File: config.mk
export PLATFORM = sky130hd
export DESIGN_NAME = ld_str_dispatch_queue
export DESIGN_NICKNAME = d
export VERILOG_FILES = /design/src/rtl/ld_str_dispatch_queue.sv
export SDC_FILE = /design/constraint.sdc
export NUM_CORES = 1
export LEC_CHECK = 0
export BUFFER_PORTS_ARGS = -buffer_cell sky130_fd_sc_hd__buf_2
export CAP_MARGIN = 5
export CORE_ASPECT_RATIO = 0.7
export CORE_MARGIN = 8
export CORE_UTILIZATION = 42
export CTS_CLUSTER_DIAMETER = 100
export DETAILED_ROUTE_END_ITERATION = 16
export GPL_ROUTABILITY_DRIVEN = 1
export SYNTH_ARGS = -nofsm -noshare
export SYNTH_HDL_FRONTEND = slang
export SYNTH_SLANG_ARGS = --single-unit
File: constraint.sdc
create_clock -name clk -period 3.3 [get_ports clk]
set_clock_uncertainty 0.1 [all_clocks]
set_input_delay 0.99 -clock clk [delete_from_list [all_inputs] [get_ports clk]]
set_output_delay 0.99 -clock clk [all_outputs]
set_load 0.02 [all_outputs]
File: src/rtl/ld_str_dispatch_queue.sv
// ld_str_dispatch_queue: in-order LD/ST queue between dispatch and the load/store reservation station.
// Optional LDSTQ_BYPASS_EN: a dispatch into an empty queue with a free station issues in the same cycle.
package lc3b_types;
    typedef enum logic [3:0] {
        op_br  = 4'h0, op_add = 4'h1, op_ldb = 4'h2, op_stb = 4'h3,
        op_jsr = 4'h4, op_and = 4'h5, op_ldr = 4'h6, op_str = 4'h7,
        op_rti = 4'h8, op_not = 4'h9, op_ldi = 4'ha, op_sti = 4'hb,
        op_jmp = 4'hc, op_shf = 4'hd, op_lea = 4'he, op_trap = 4'hf
    } lc3b_opcode;
    typedef struct packed {
        logic        valid;
        logic [2:0]  tag;
        logic [15:0] data;
    } CDB;
endpackage

module ld_str_dispatch_queue
    import lc3b_types::*;
#(
    parameter int DATA_WIDTH = 16,
    parameter int TAG_WIDTH  = 3,
    parameter int DEPTH      = 4
) (
    input  logic                      clk,
    input  logic                      rst_n,
    input  logic                      flush,
    input  logic                      disp_we,
    output logic                      disp_ready,
    input  lc3b_opcode                disp_opcode,
    input  logic [DATA_WIDTH-1:0]     disp_Vbase,
    input  logic [DATA_WIDTH-1:0]     disp_Vsrc,
    input  logic [DATA_WIDTH-1:0]     disp_offset,
    input  logic                      disp_Vbase_valid,
    input  logic                      disp_Vsrc_valid,
    input  logic [TAG_WIDTH-1:0]      disp_Qbase,
    input  logic [TAG_WIDTH-1:0]      disp_Qsrc,
    input  logic [TAG_WIDTH-1:0]      disp_dest,
    input  CDB                        CDB_in,
    input  logic                      rs_done,
    output logic                      rs_WE,
    output lc3b_opcode                rs_opcode,
    output logic [DATA_WIDTH-1:0]     rs_Vbase,
    output logic [DATA_WIDTH-1:0]     rs_Vsrc,
    output logic [DATA_WIDTH-1:0]     rs_offset,
    output logic                      rs_Vbase_valid,
    output logic                      rs_Vsrc_valid,
    output logic [TAG_WIDTH-1:0]      rs_Qbase,
    output logic [TAG_WIDTH-1:0]      rs_Qsrc,
    output logic [TAG_WIDTH-1:0]      rs_dest,
    output logic [$clog2(DEPTH):0]    count
);
    localparam int PW = $clog2(DEPTH);
    localparam int CW = PW + 1;

    typedef struct packed {
        lc3b_opcode            opcode;
        logic [DATA_WIDTH-1:0] vbase;
        logic [DATA_WIDTH-1:0] vsrc;
        logic [DATA_WIDTH-1:0] offset;
        logic                  vbase_valid;
        logic                  vsrc_valid;
        logic [TAG_WIDTH-1:0]  qbase;
        logic [TAG_WIDTH-1:0]  qsrc;
        logic [TAG_WIDTH-1:0]  dest;
    } entry_t;

    entry_t        mem [DEPTH];
    logic [PW-1:0] head;
    logic [PW-1:0] tail;
    logic          rs_occupied;
    entry_t        disp_fwd;
    entry_t        head_fwd;
    entry_t        rs_e;
    logic          rs_free;
    logic          full;
    logic          issue_q;
    logic          bypass;
    logic          enq;

    // An operand still waiting on a tag picks up a matching broadcast; valid operands are never touched.
    function automatic entry_t snoop(entry_t e, CDB c);
        entry_t r = e;
        if (c.valid && !e.vbase_valid && e.qbase == c.tag) begin
            r.vbase       = c.data;
            r.vbase_valid = 1'b1;
        end
        if (c.valid && !e.vsrc_valid && e.qsrc == c.tag) begin
            r.vsrc       = c.data;
            r.vsrc_valid = 1'b1;
        end
        return r;
    endfunction

    always_comb begin
        disp_fwd = snoop('{disp_opcode, disp_Vbase, disp_Vsrc, disp_offset, disp_Vbase_valid,
                           disp_Vsrc_valid, disp_Qbase, disp_Qsrc, disp_dest}, CDB_in);
        head_fwd = snoop(mem[head], CDB_in);
    end

    assign full       = count == CW'(DEPTH);
    assign disp_ready = !full;
    assign rs_free    = !rs_occupied || rs_done;
    assign issue_q    = count != '0 && rs_free && !flush;
`ifdef LDSTQ_BYPASS_EN
    assign bypass     = count == '0 && disp_we && rs_free && !flush;
`else
    assign bypass     = 1'b0;
`endif
    assign enq        = disp_we && !full && !flush && !bypass;
    assign rs_WE      = issue_q || bypass;
    assign rs_e       = bypass ? disp_fwd : head_fwd;

    assign rs_opcode      = rs_e.opcode;
    assign rs_Vbase       = rs_e.vbase;
    assign rs_Vsrc        = rs_e.vsrc;
    assign rs_offset      = rs_e.offset;
    assign rs_Vbase_valid = rs_e.vbase_valid;
    assign rs_Vsrc_valid  = rs_e.vsrc_valid;
    assign rs_Qbase       = rs_e.qbase;
    assign rs_Qsrc        = rs_e.qsrc;
    assign rs_dest        = rs_e.dest;

    always_ff @(posedge clk or negedge rst_n) begin
        if (!rst_n) begin
            head        <= '0;
            tail        <= '0;
            count       <= '0;
            rs_occupied <= 1'b0;
            for (int i = 0; i < DEPTH; i++) mem[i] <= '0;
        end else if (flush) begin
            head        <= '0;
            tail        <= '0;
            count       <= '0;
            rs_occupied <= 1'b0;
            for (int i = 0; i < DEPTH; i++) begin
                mem[i].vbase_valid <= 1'b0;
                mem[i].vsrc_valid  <= 1'b0;
            end
        end else begin
            for (int i = 0; i < DEPTH; i++) mem[i] <= snoop(mem[i], CDB_in);
            if (enq) begin
                mem[tail] <= disp_fwd;
                tail      <= tail + PW'(1);
            end
            if (issue_q) head <= head + PW'(1);
            count       <= count + CW'(enq) - CW'(issue_q);
            rs_occupied <= rs_WE || (rs_occupied && !rs_done);
        end
    end
endmodule

### After elaboration in Yosys (flattened, before gate mapping)

Index checks and enable logic that the tools add are counted.

* bits in registers: 260
* bits in latches: 0
* bits in writable memories: 0
* memory bits (read-only): 0
* input bits: 88
* word-level logic and storage cells: 172
* memories kept: 0

* $add $sub $neg: 4
* multipliers: 0
* divide/modulo/power cells: 0
* magnitude comparators: 3
* equal/unequal tests: 13
* shift operators: 0
* muxes and demuxes: 57
* bitwise operators: 3
* reductions and logical operators: 52

Operators by type and width (count)
* two-way mux 16 bit: 20
* bitwise mux 252 bit: 1
* two-way mux 248 bit: 1
* two-way mux 63 bit: 3
* binary-select mux 63 bit (select 2 bit): 1
* demux 63 bit (select 2 bit): 1
* == test 3 bit: 12
* logical AND 1 bit: 30
* two-way mux 1 bit: 21
* zero test 1 bit: 16
* two-way mux 2 bit: 8
* >= comparator 3 bit, second input constant: 2
* NOT 2 -> 3 bit: 2
* adder 2 x 1 -> 2 bit, second input constant: 2
* nonzero test 2 bit: 2
* adder 3 x 1 -> 3 bit: 1
* == test 3 bit, second input constant: 1
* less-than comparator 3 x 1 -> 1 bit, second input constant: 1
* two-way mux 3 bit: 1
* nonzero test 3 bit: 1
* subtractor 3 x 1 -> 3 bit: 1
* logical OR 1 bit: 2
* AND reduction 2 bit: 1
* NOT 1 bit: 1

### Logic depth before layout (Yosys ltp)

* word-level depth: 8
* mapped depth: 13

### Worst setup path before layout

No wires, ideal clock.

* path kind: input -> output
* start point: in CDB_in[17] (netlist name)
* end point: out rs_Vbase[10]
* data arrival time: 2.394 ns
* required time: 2.210 ns
* setup slack: -0.184 ns
* stages: 6
* buffers on the path: 2
* cell sequence: buf_2 -> xor2_1 -> nor3b_1 -> nand3_2 -> buf_2 -> mux2_1

* cells in the longest elaborated chain, start to end: 3

Ends and longest elaborated chain
* start, declared: RTL line 38 `input CDB CDB_in,`
* == test 3 bit: RTL line 83 `if (c.valid && !e.vbase_valid && e.qbase == c.tag) begin`
* logical AND 1 bit: RTL line 83
* two-way mux 16 bit: RTL line 83
* end, declared: RTL line 42 `output logic [DATA_WIDTH-1:0] rs_Vbase,`

Every way passes these cells.

### Worst setup path after layout

* start point: reg head[0]
* end point: out rs_Vsrc[11]

* cells in the longest elaborated chain, start to end: 8

Ends and longest elaborated chain
* start, declared: RTL line 68 `logic [PW-1:0] head;`
* start signal, assigned: RTL line 145 `if (issue_q) head <= head + PW'(1);`
* NOT 2 -> 3 bit (not written as such) (*): RTL line 97 `head_fwd = snoop(mem[head], CDB_in);`
* binary-select mux 63 bit (select 2 bit) (*): RTL line 97
* two-way mux 63 bit (not written as such) (*) (2 in a row): RTL line 97
* parallel branches: the longest is 3 deep, another holds == test 3 bit
* two-way mux 16 bit (*): RTL line 87 `if (c.valid && !e.vsrc_valid && e.qsrc == c.tag) begin`
* end, declared: RTL line 43 `output logic [DATA_WIDTH-1:0] rs_Vsrc,`

Every way passes the cells marked *. The select of a mux whose other input is x is not followed.

==> results.md <==
- The run finished, with violations left.
- The final reports fail on negative setup slack.
- The highest achievable clock rate is 0.258 GHz.
- Of the cells placed in the final design, the portion with a size suffix greater than 1 is 0.395.
- The path class of the tightest hold or removal check is input pin to async pin.
- The initial standard-cell utilization of the core is 0.429.
- The post-route cell area is between 15,000 and 20,000 um2.
- The ratio of total power to cell area is 956 nW/um2.
- Total power for the finished layout comes to 15.2 mW.
- CTS built an H-tree with a depth of 1.
- The maximum single-stage delay on the critical path is 0.52 ns.
- The critical path start-end classification is register to output port.
- The die covers between 30,000 and 40,000 um2.
- The detail-routed net length per standard cell is about 21 um.
- In the final layout, the multi-input gates occupy between 6000 and 7000 um2.
- For this run, the total global-route usage over all layers was measured as 0.190.
- The post-layout minimum cycle time is around 3.9 ns.
- OpenSTA, run right after detailed placement, puts the worst setup slack at -0.101 ns.
- After synthesis the cells add up to 13,400 um2.
- The setup-violating endpoint count in the final report is 34.
- The number of nets in the layout is 1,338.
- The clock drives 260 sinks.
- The kind of end point of the critical path is an output port.
- Setup repair after global routing could not meet its margin everywhere.
- The count of buffer and inverter cells on the critical path is 4.
- The clock insertion delay at the later pin of the skew report is between 0.5 and 0.6 ns.
- The sequential cell area is 6510 um2.
- The average cell area after synthesis is approximately 12 um2.
- The yosys synthesis warning count is 0.
- The number of flops mapped to enable cells by yosys is 0.
- The tool flagged a number of max-cap violations equal to 0.
- The worst setup path is launched from a register.
- The total half-perimeter wirelength after legalization and detailed placement is 25.0 mm.
- The total wire length after detailed routing is approximately 36 mm.
- The count of buffers inserted at the top-level ports is 155.
- The violation count after the first detailed-routing iteration is 650.
- The peak supply drop is around 0.46 mV.
- The detailed-route DRC error count is 0.
- The initial antenna violation count is 6.
- The standby leakage power is 6.66 nW.
- The number of non-filler instances in the completed layout is 1,687.
- For the worst setup path, the data arrival time is between 2 and 3 ns.
- The final hold violation count was 0.
- During I/O placement, the number of pins put on the boundary was 156.
- The worst setup margin is -0.570 ns.
- After technology mapping, the gate count stands at about 1,100.
- The post-synthesis to final-layout area growth is 18.5%.
- The first global-routing pass estimated 58.0 mm of wire.
- The max-slew violation total from the final report is 0.
- The cell family contributing the most delay on the critical path is multiplexers.
- The async set-reset flop share out of synthesis is 1.00.
- In this run the worst path has a maximum fanout of 17.
- Walking the worst path, the cells encountered are buf_12, mux4_2, xnor2_1, buf_4, nand3_4, buf_12, mux2_2, buf_4.
- The number of placed instances, taps included, is 1,633.
- The count of state elements after synthesis is 260.
- The height of the die is around 170 um.
- The floorplan row count is between 50 and 60.
- The filler cells instantiated in the layout total 2,794.
- The number of library cell types mapped by synthesis is 32.
- The portion of the clock cycle consumed by the worst path in the final layout is 1.17.
- The maximum number of pins on one net before global-route repair is 66.
- The total congestion overflow after global routing is 0.
- The sequential element share of the synthesized area is 0.484.
- In this run the remaining antenna-violating nets after routing total 0.
- The tightest slew margin relative to the limit is 0.610.
- After detailed placement, the total cell area comes to 15,000 um2.
- The commonest register cell after synthesis is dfrtp_1.
- STA puts the critical path data required time at 2.21 ns.
- The total via count after detailed routing is 9,211.
- The total negative setup slack is -17.54 ns.
- The via count of the first global-routing pass was 9,757.
- Buffers added to address setup during post-CTS repair amount to 0.
- Clock tree synthesis inserted a total of 28 buffers.
- In this run the standard cell core region covers 31,400 um2.
- For this run, the detailed router's first-pass iteration total came to 4.
- The hold buffer count at cts is 0.
- The register clock-pin slew on the reported worst setup and hold paths is 0.06 ns.
- The post-synth net total is 1,180.
- The number of buffers on the longest clock path is 3.
- The x dimension of the die is 230 um.
- The TritonCTS clock tree is built.
- The cell chosen for the clock root is clkbuf_16.
- Among all stages on the critical path, the largest delay is contributed by mux4_2.
- The global placer's final weighted congestion is 0.825.
- Dividing the detail-routed via count by the number of cells gives 5.46.
- At the pin with the least slew margin, the transition time is about 0.59 ns.
-- cells in the final DEF (no fill, tap or decap), drive strengths merged --
master | Yosys | layout
inv | 6 | 8
clkinvlp | 0 | 4
bufinv | 0 | 1
buf | 37 | 213
nor3b | 2 | 2
or3b | 1 | 1
xor2 | 10 | 10
nand3 | 7 | 7
xnor2 | 31 | 31
nor3 | 1 | 1
fa | 1 | 1
nor4 | 2 | 2
ha | 6 | 6
clkbuf | 48 | 37
a311oi | 8 | 8
clkinv | 0 | 7
mux2 | 148 | 148
nor2b | 11 | 11
nand2 | 12 | 12
nand2b | 4 | 4
nand4 | 8 | 8
mux4 | 63 | 63
a21oi | 139 | 139
nor2 | 152 | 152
mux2i | 128 | 128
dfrtp | 260 | 260
diode | 0 | 3
-- synth_stat cells (2+ instances only) --
library cell	instances	area [um2]
a21oi_1	139	696
nand3_2	5	50.1
nor4_2	2	25.0
nand2b_1	4	25.0
nor2b_1	11	68.8
a311oi_1	8	70.1
mux2_4	9	135
buf_6	2	22.5
nor2_2	8	50.1
inv_1	6	22.5
nand4_1	8	50.1
mux2_1	4	45.0
ha_1	6	75.1
dfrtp_1	260	6510
mux2_2	135	1520
xor2_1	10	87.6
clkbuf_1	48	180
nand2_1	12	45.0
nor2_1	144	541
buf_4	8	60.1
xnor2_1	31	272
mux2i_1	128	1280
buf_1	18	67.6
mux4_2	63	1420
buf_2	9	45.0
-- stage by stage --
step	util	hold slack, ns
after floorplan	-	0.374
after global placement	0.477	0.383
after detailed placement	0.477	0.389
after CTS	0.507	0.279
after global routing	0.508	0.286
final	0.508	0.266
-- where the power goes --
group	switching, mW	total (mW)	internal (mW)
clock network	1.34	3.06	1.72
registers	0.856	5.53	4.67
logic	3.29	6.62	3.33
total	5.49	15.2	9.72
-- cell type report --
type                       count  area share
antenna                        3    0.000472
clock buffer                  37      0.0480
clock inverter                14     0.00778
inverter                       6     0.00142
multi-input combinational    734       0.413
sequential                   260       0.409
tap                          420      0.0330
timing repair buffer         213      0.0867
-- routing by layer --
metal | GRT usage | share of wire | vias to the layer above
li1 | - | - | 4224
met1 | 0.272 | 0.48 | 4722
met2 | 0.291 | 0.46 | 202
met3 | 0.0364 | 0.043 | 57
met4 | 0.0500 | 0.023 | 6
met5 | 0 | 0.0010 | -
-- worst reg2reg max path, stage by stage, from the launching register on --
cell and delay (ns):
dfrtp_1 0.45, or3b_2 0.63, nand2_1 0.19, nor2_1 0.08
inv_1 0.07, ha_1 0.22, inv_1 0.06, ha_1 0.13
inv_1 0.05, fa_1 0.40, xor2_1 0.17, xnor2_1 0.13
nor2_1 0.05
-- registers in the layout (all words and copies together) (netlist names) --
register and cells:
mem 252, count 3, head 2, tail 2
rs_occupied 1
-- path summary, 6_finish.rpt --
kind,start,to,slack [ns],cells past startpoint
worst min register to register,mem[77],mem[77],0.40,1
worst max-delay path,head[0],rs_Vsrc[11],-0.57,8
worst max register to register,count[1],count[2],0.47,12
min in group clk,mem[77],mem[77],0.40,1
max in group asynchronous,rst_n,mem[222],2.02,2
worst min-delay path,rst_n,mem[124],0.27,1
-- logic make-up (layout without fill, tap and decap cells) --
| group | count (synthesis) | after routing | share of synthesized area |
|---|---|---|---|
| AO/OA/AOI/OAI | 147 | 147 | 0.0570 |
| XOR/XNOR | 41 | 41 | 0.0267 |
| adder cells (fa/ha/maj) | 7 | 7 | 0.00708 |
| buffers and inverters | 91 | 270 | 0.0296 |
| flip-flops | 260 | 260 | 0.484 |
| multiplexers | 339 | 339 | 0.328 |
| other | 0 | 3 | 0 |
| AND/OR/NAND/NOR | 200 | 200 | 0.0678 |
-- what timing repair did --
item,CTS,global route
pin swaps,1,0
endpoints found under the setup margin,52,34
hold endpoints to repair,0,0
gates resized for setup,8,8
(Power assumes the default switching activity.)
